--- config.mk ---
export PLATFORM = sky130hd
export DESIGN_NAME = bist_cmp_stage
export DESIGN_NICKNAME = d
export VERILOG_FILES = /design/src/rtl/bist_pkg.sv /design/src/rtl/bist_cmp_stage.sv
export SDC_FILE = /design/constraint.sdc
export NUM_CORES = 1
export LEC_CHECK = 0
export CELL_PAD_IN_SITES_DETAIL_PLACEMENT = 2
export CELL_PAD_IN_SITES_GLOBAL_PLACEMENT = 2
export CORE_ASPECT_RATIO = 2
export CORE_MARGIN = 2
export CORE_UTILIZATION = 19
export DETAILED_ROUTE_END_ITERATION = 8
export PLACE_DENSITY = 0.84
export REMOVE_ABC_BUFFERS = 1
export SLEW_MARGIN = 20
export SYNTH_ARGS = -nofsm -noshare
export SYNTH_HDL_FRONTEND = slang
export SYNTH_SLANG_ARGS = --single-unit
--- constraint.sdc ---
create_clock -name clk -period 1 [get_ports clk]
set_clock_uncertainty 0.15 [all_clocks]
set_input_delay 0.1 -clock clk [delete_from_list [all_inputs] [get_ports clk]]
set_output_delay 0.1 -clock clk [all_outputs]
set_load 0.01 [all_outputs]
--- src/rtl/bist_pkg.sv ---
// Shared BIST definitions: FSM state encodings and default widths used by the
// pattern generator and the response checker.
package bist_pkg;

  localparam int unsigned BIST_DATA_W = 8;
  localparam int unsigned BIST_ADDR_W = 8;
  localparam int unsigned BIST_CNT_W  = 16;

  typedef enum logic [1:0] {
    StIdle = 2'd0,
    StRun  = 2'd1,
    StDone = 2'd2
  } bist_state_e;

endpackage

--- src/rtl/bist_cmp_stage.sv ---
// Registered compare stage: masked XOR of expected vs read data, mismatch
// reduction and the address/diff/last tag of the compare. Mask input exists
// only when BIST_CMP_MASK_EN is defined.
module bist_cmp_stage
  import bist_pkg::*;
#(
  parameter int unsigned DATA_W = BIST_DATA_W,
  parameter int unsigned ADDR_W = BIST_ADDR_W
) (
  input  logic              clk,
  input  logic              rst,
  input  logic              clr,
  input  logic              en,
  input  logic              last,
  input  logic [ADDR_W-1:0] addr,
  input  logic [DATA_W-1:0] data_et,
`ifdef BIST_CMP_MASK_EN
  input  logic [DATA_W-1:0] data_mask,
`endif
  input  logic [DATA_W-1:0] data_read,
  output logic              cmp_valid,
  output logic              cmp_mis,
  output logic              cmp_last,
  output logic [DATA_W-1:0] cmp_diff,
  output logic [ADDR_W-1:0] cmp_addr
);

  logic [DATA_W-1:0] diff;

`ifdef BIST_CMP_MASK_EN
  assign diff = (data_et ^ data_read) & ~data_mask;
`else
  assign diff = data_et ^ data_read;
`endif

  always_ff @(posedge clk) begin
    if (rst || clr) begin
      cmp_valid <= 1'b0;
      cmp_mis   <= 1'b0;
      cmp_last  <= 1'b0;
      cmp_diff  <= '0;
      cmp_addr  <= '0;
    end else begin
      cmp_valid <= en;
      cmp_mis   <= en & (|diff);
      cmp_last  <= en & last;
      if (en) begin
        cmp_diff <= diff;
        cmp_addr <= addr;
      end
    end
  end

endmodule

Yosys cells after proc, flatten, opt, wreduce, memory -nomap -nowiden

Cells that the tools add are included.

Output and inout port bits: 19
Word-level logic and storage cells: 10
Flip-flop bits (word level): 19
Input port bits: 29

Reduce and logical (&&, ||, !) cells: 2
Bitwise gates (word level): 3

Operators by type and width:

| cell               | count |
|---|---|
| $reduce_or A8 Y1   | 1 |
| $xor A8 B8 Y8      | 1 |
| $and A1 B1 Y1      | 2 |
| $logic_or A1 B1 Y1 | 1 |

Depth between registers and ports, before layout

Gate-level depths: netlist of the first run.

Depth in word-level cells: 3
Mapped depth: 4
Mapped depth without buffers: 3

Worst setup path after synthesis of the first run

Ideal clock, no wire load.

Path type: input -> register
From: input port clr
To: register cmp_diff[1]
Path buffers: 2
Required time: 0.771 ns
Cell stages on the path: 4
Setup slack: 0.083 ns
Arrival time: 0.687 ns
Library setup time: 0.079 ns
Path through: or2_1 > buf_6 > buf_8 > a211oi_2

Cells in the longest elaborated chain, start to end: 1

RTL lines:

| what                   | RTL line             | text |
|---|---|---|
| start: declaration     | bist_cmp_stage.sv:12 | `input logic clr,` |
| $logic_or A1 B1 Y1     | bist_cmp_stage.sv:37 | `if (rst \|\| clr) begin` |
| end signal: assignment | bist_cmp_stage.sv:48 | `cmp_diff <= diff;` |
| end: declaration       | bist_cmp_stage.sv:24 | `output logic [DATA_W-1:0] cmp_diff,` |

Every way passes these cells.
A chain may end at the register's enable or synchronous reset.

==> run metrics, run 1 <==
wire length of the first global-routing pass=~4500 microns; pins over their slew limit=0; final layout net count=about 160; register bit count reported by yosys=19; total area of multi-input combinational cells=between 400 and 500 sq um; Placer Congestion=0.690; Seq. cell area=between 400 and 500 sq um; number of distinct library cell variants in the gate-level netlist after synthesis=15; CTS tree=built; Final Total Pwr=0.00177 W; Post-synth EDFFs=0; post-layout instance count excluding filler cells=~180; clock-pin slew on the worst setup and hold paths=around 80 ps; minimum hold slack=164 ps; sum of routed wire length over all layers=~2800 microns; startpoint type of the worst setup path=flop; share of layout cells above drive strength 1=53.8%; Crit Reg-Reg Startpoint=cmp_diff[6]$_SDFFE_PP0P_; post-route DRC violation count=0; most frequently used cell type in the post-synthesis netlist=sky130_fd_sc_hd__dfxtp_1; Top-Level Pins=48; Tmin final=~970 ps; final routed wire length divided by cell count=15.2 microns; peak supply drop=between 0.7 and 0.8 mV; Critical Path Sink Type=flop; # setup viols final=0; initial antenna violation count=0; CTS sink count=19; via count=~750; portion of the post-synthesis area used by sequential elements=50.5%; number of max-capacitance violations reported=0; number of rows in the core area=32; final cycle utilization of the critical path=a little over nine tenths; worst relative slew slack=about 87%; cell type contributing the most total cell area after synthesis=sky130_fd_sc_hd__dfxtp_1; total congestion overflow after global routing=0; detailed-placement wirelength estimate=just under 2000 microns; CORE AREA=roughly 3800 sq um; Synth top area share=between 50 and 60%; via count of the first global-routing pass=~910; required time reported for the critical path endpoint=1000 ps; cell at the root of the clock tree=sky130_fd_sc_hd__clkbuf_8; synthesized area per cell=10.6 sq um; first drt pass iteration count=2; setup_tns=0 ps; hold_sp=data_read[3]; final count of hold timing violations=0; Clock Tree Buf Depth=2; classification of the worst setup path=reg2reg; static power due to leakage=0.705 nW; residual antenna-violating net count after detailed routing=0; number of buffers added by the clock tree synthesis step=3; data arrival time of the critical path=960 ps; most area-consuming cells after synthesis=sky130_fd_sc_hd__dfxtp_1 50%, sky130_fd_sc_hd__mux2i_1 11%, sky130_fd_sc_hd__xnor2_1 9.3%; count of hold-fix buffers inserted at cts=0; cell depth of the worst hold path=3; Area growth, synth to finish=96.2%; Place WS=-400 ps; power density cells=between 1000 and 1500 nW/um^2; worst setup path start=cmp_diff[6]$_SDFFE_PP0P_; Mapped Cells=71; number of inserted diodes=0; Post-Place Cells=175; Tightest Pin Transition=slightly below 200 ps; insertion delay of the later-clocked pin in the worst-skew pair=about 250 ps; highest fanout seen on the critical path=2; width of the chip=between 40 and 50 microns; cell count of the worst reg-to-reg path=4; Via density=about 4.1; RR Endpoint=cmp_diff[6]$_SDFFE_PP0P_; Hold Path End=cmp_diff[3]$_SDFFE_PP0P_; flop-to-flop setup slack=30 ps; number of buffers added on ports=47; path type of the worst min-delay path=in2reg; share of flip-flops with an asynchronous set or reset after synthesis=0%; cell area after synthesis=753 sq um; total global-route track usage=13.6%; CTS H-tree lvls=1; pin count of the biggest net entering global routing=14; synth warn=0; die extent in y=93.0 microns; Final WS setup=around 34 ps; total of fill cells in the finished design=around 440; commonest cells in the synthesized netlist=19 x sky130_fd_sc_hd__dfxtp_1, 17 x sky130_fd_sc_hd__nor2_1, 8 x sky130_fd_sc_hd__mux2i_1, 8 x sky130_fd_sc_hd__xnor2_1, 6 x sky130_fd_sc_hd__a211oi_1; unrepaired setup endpoints after global routing=true; effective utilization at floorplan=roughly 20%; result of the run=completed; First DRT Iteration DRCs=1; highest achievable clock rate=slightly above 1 GHz; Total Die Area=4510 sq um; Post-synth top flop=sky130_fd_sc_hd__dfxtp_1
[state kept, by name (all words and copies together), names as in the netlist]
name       flops
cmp_last       1
cmp_diff       8
cmp_mis        1
cmp_addr       8
cmp_valid      1
[metal layers]
layer / share of wire (%) / wire length, microns / GRT usage, % / vias up
met4: 3.2 / 89 / 6.90 / 0
met5: 0 / 0 / 0 / -
li1: - / - / - / 360
met2: 63 / 1750 / 29.1 / 29
met3: 3.9 / 108 / 2.08 / 9
met1: 30 / 844 / 11.3 / 355
[logic make-up after synthesis]
logic type	synth area share, %
XOR/XNOR	9.30
AO/OA/AOI/OAI	10.3
multiplexers	10.6
AND/OR/NAND/NOR	12.6
buffers and inverters	6.64
flip-flops	50.5
[layout by cell type (no fill, tap or decap), types with 3 or more instances in the layout]
master,instances
sky130_fd_sc_hd__buf_4,11
sky130_fd_sc_hd__buf_6,3
sky130_fd_sc_hd__clkdlybuf4s50_1,9
sky130_fd_sc_hd__nor2_1,16
sky130_fd_sc_hd__mux2i_1,8
sky130_fd_sc_hd__dfxtp_2,17
sky130_fd_sc_hd__dlygate4sd2_1,19
sky130_fd_sc_hd__xnor2_2,8
sky130_fd_sc_hd__a211oi_2,6
sky130_fd_sc_hd__buf_2,16
sky130_fd_sc_hd__clkbuf_8,3
[through the flow]
stage	area (sq um)	util (%)
floorplan	703	-
global placement	1350	35.0
detailed placement	1350	35.0
CTS	1450	37.7
global route	1480	38.4
finish	1480	38.4
[what timing repair did]
item | CTS | global route
gates cloned | 2 | 0
pin swaps | 11 | 1
setup buffers | 2 | 0
endpoints found under the hold margin | 0 | 0
setup endpoints to repair | 36 | 6
gates resized for setup | 122 | 7
[power breakdown]
group	internal [W]	switching [W]
Sequential	0.000791	0.0000153
Clock	0.000277	0.000268
Combinational	0.000257	0.000166
Total	0.00132	0.000450
[critical path: stages, from the launching register on]
cell	delay [ps]
sky130_fd_sc_hd__dfxtp_2	330
sky130_fd_sc_hd__buf_4	130
sky130_fd_sc_hd__buf_4	120
sky130_fd_sc_hd__nor2_2	90
sky130_fd_sc_hd__a211oi_2	40
[how the worst max path moves through the flow]
stage | endpoint | slack, ps
final | cmp_diff[6]$_SDFFE_PP0P_ | 30
after global routing | cmp_diff[6]$_SDFFE_PP0P_ | -1
after CTS | cmp_diff[4] | 10
after detailed placement | cmp_mis$_SDFF_PP0_ | -400
after global placement | cmp_mis$_SDFF_PP0_ | -400
after floorplan | cmp_diff[2]$_SDFFE_PP0P_ | 100
[cell type report]
type,count,share of cell area [%]
Timing Repair Buffer,62,37.8
Clock inverter,1,0.339
Multi-Input combinational cell,47,27.6
Tap cell,51,4.32
Sequential cell,19,27.2
Clock buffer,3,2.79
Power figures use the tool's default switching activity.
==> run 2: changes to the inputs <==
--- a/config.mk
+++ b/config.mk
@@ -11,7 +11,7 @@
 export CORE_MARGIN = 2
 export CORE_UTILIZATION = 19
 export DETAILED_ROUTE_END_ITERATION = 8
-export PLACE_DENSITY = 0.84
+export PLACE_DENSITY = 0.86
 export REMOVE_ABC_BUFFERS = 1
 export SLEW_MARGIN = 20
 export SYNTH_ARGS = -nofsm -noshare
==> run metrics, run 2 (same netlist as run 1, synthesis figures left out) <==
path type of the worst min-delay path=in2reg (unchanged); classification of the worst setup path=reg2out (was reg2reg); required time reported for the critical path endpoint=750 ps (was 1000 ps); Max stage delay cell, worst path=sky130_fd_sc_hd__dfxtp_2 (unchanged); buffers and inverters on the worst path=1 (was 2); Clock Tree Buf Depth=2 (unchanged); commonest cells after routing, fill and taps aside=19 x sky130_fd_sc_hd__buf_2, 19 x sky130_fd_sc_hd__dlygate4sd2_1, 17 x sky130_fd_sc_hd__nor2_1, 17 x sky130_fd_sc_hd__dfxtp_2, 11 x sky130_fd_sc_hd__buf_4 (was 19 x sky130_fd_sc_hd__dlygate4sd2_1, 17 x sky130_fd_sc_hd__dfxtp_2, 16 x sky130_fd_sc_hd__nor2_1, 16 x sky130_fd_sc_hd__buf_2, 11 x sky130_fd_sc_hd__buf_4); final cycle utilization of the critical path=96.0% (was 96.6%); number of max-capacitance violations reported=0 (unchanged); total area of multi-input combinational cells=383 sq um (was 408 sq um); Critical Path Sink Type=primary output (was flop); insertion delay of the later-clocked pin in the worst-skew pair=250 ps (about the same); first drt pass iteration count=4 (was 2); Worst path max stage delay=330 ps (about the same); sum of routed wire length over all layers=2690 microns (was 2790 microns); highest achievable clock rate=1.04 GHz (about the same); startpoint type of the worst setup path=flop (unchanged); count of hold-fix buffers inserted at cts=0 (unchanged); largest registers=cmp_addr: 8 flops, cmp_diff: 8 flops (unchanged); worst relative slew slack=89.8% (was 86.7%); static power due to leakage=0.673 nW (was 0.705 nW); critical path's top delay family=flip-flops (unchanged); detailed-placement wirelength estimate=2040 microns (was 1960 microns); setup_tns=0 ps (unchanged); result of the run=completed (unchanged); post-route DRC violation count=0 (unchanged); final count of hold timing violations=0 (unchanged); clock-pin slew on the worst setup and hold paths=70 ps (was 80 ps); initial antenna violation count=0 (unchanged); residual antenna-violating net count after detailed routing=0 (unchanged); wire length of the first global-routing pass=4290 microns (was 4540 microns); Via density=4.19 (was 4.11); cell at the root of the clock tree=sky130_fd_sc_hd__clkbuf_8 (unchanged); effective utilization at floorplan=19.6% (unchanged); share of layout cells above drive strength 1=50.0% (was 53.8%); unrepaired setup endpoints after global routing=false (was true); Tmin final=960 ps (was 966 ps); Final Total Pwr=0.00173 W (was 0.00177 W); data arrival time of the critical path=710 ps (was 960 ps); # setup viols final=0 (unchanged); power density cells=1230 nW/um^2 (was 1200 nW/um^2); pin count of the biggest net entering global routing=14 (unchanged); CTS sink count=19 (unchanged); Seq. cell area=402 sq um (unchanged); highest fanout seen on the critical path=2 (unchanged); critical path cell sequence=buf_2 (was buf_4 > buf_4 > nor2_2 > a211oi_2); total congestion overflow after global routing=0 (unchanged); CORE AREA=3840 sq um (unchanged); total global-route track usage=12.7% (was 13.6%); final routed wire length divided by cell count=14.7 microns (was 15.2 microns); number of buffers added on ports=47 (unchanged); First DRT Iteration DRCs=10 (was 1); Top-Level Pins=48 (unchanged); peak supply drop=0.824 mV (was 0.781 mV); die extent in y=93.0 microns (unchanged); width of the chip=48.5 microns (unchanged); Tightest Pin Transition=148 ps (was 198 ps); number of buffers added by the clock tree synthesis step=3 (unchanged); final layout net count=162 (unchanged); number of rows in the core area=32 (unchanged); CTS H-tree lvls=1 (unchanged); Area growth, synth to finish=86.4% (was 96.2%); via count of the first global-routing pass=871 (was 909); number of inserted diodes=0 (unchanged); pins over their slew limit=0 (unchanged); CTS tree=built (unchanged); via count=766 (was 753); Placer Congestion=0.723 (was 0.690); total of fill cells in the finished design=455 (was 441); Total Die Area=4510 sq um (unchanged)
-- run 2: stage by stage --
step / instances / setup slack (ps) / cell area, sq um / utilization (%) / hold slack (ps)
after global placement: 176 / -433 / 1340 / 34.9 / 323
after global routing: 183 / 2.89 / 1400 / 36.5 / 166
after detailed placement: 176 / -437 / 1340 / 34.9 / 340
final: 183 / 40.4 / 1400 / 36.5 / 160
after floorplan: 66 / 104 / 703 / - / 42.4
after CTS: 183 / 5.46 / 1390 / 36.1 / 147
-- run 2: routing by layer --
metal  global-route usage, %  part of all wire, %  vias to the layer above
met2                    26.4                   63                       22
met1                    11.4                   31                      377
met4                    4.52                  1.7                        0
met5                       0                    0                        -
met3                    2.88                  4.2                        4
li1                        -                    -                      363
-- run 2: worst register-to-register path, stage by stage, from the launching register on --
cell,delay [ps]
sky130_fd_sc_hd__dfxtp_2,330
sky130_fd_sc_hd__buf_4,90
sky130_fd_sc_hd__nor2_1,30
sky130_fd_sc_hd__a211oi_1,190
-- run 2: power breakdown --
group	total [W]	internal, W	switching [W]	leakage, nW
combinational	0.000380	0.000227	0.000154	0.485
clock	0.000541	0.000277	0.000265	0.0255
sequential	0.000805	0.000791	0.0000137	0.163
total	0.00173	0.00129	0.000432	0.673
-- run 2: area by class of cell --
class                      instances  area share, %
tap                               51           4.55
clock buffer                       3           2.94
clock inverter                     1          0.357
multi-input combinational         47           27.3
timing repair buffer              62           36.3
sequential                        19           28.6
-- run 2: repair_timing --
item                                    in CTS  in global routing
setup buffers                                1                  0
gates cloned                                 2                  0
resized for setup                          115                  8
endpoints found under the setup margin      36                  8
pin swaps                                    8                  0
-- run 2: final timing paths --
path,endpoint,from,slack [ps],cells past startpoint
worst max-delay path,cmp_diff[7],cmp_diff[7]$_SDFFE_PP0P_,40,1
worst min-delay path,cmp_diff[2]$_SDFFE_PP0P_,data_et[2],160,3
worst max register to register,cmp_diff[6]$_SDFFE_PP0P_,cmp_diff[6]$_SDFFE_PP0P_,120,3
worst min register to register,cmp_diff[7]$_SDFFE_PP0P_,cmp_diff[7]$_SDFFE_PP0P_,340,2
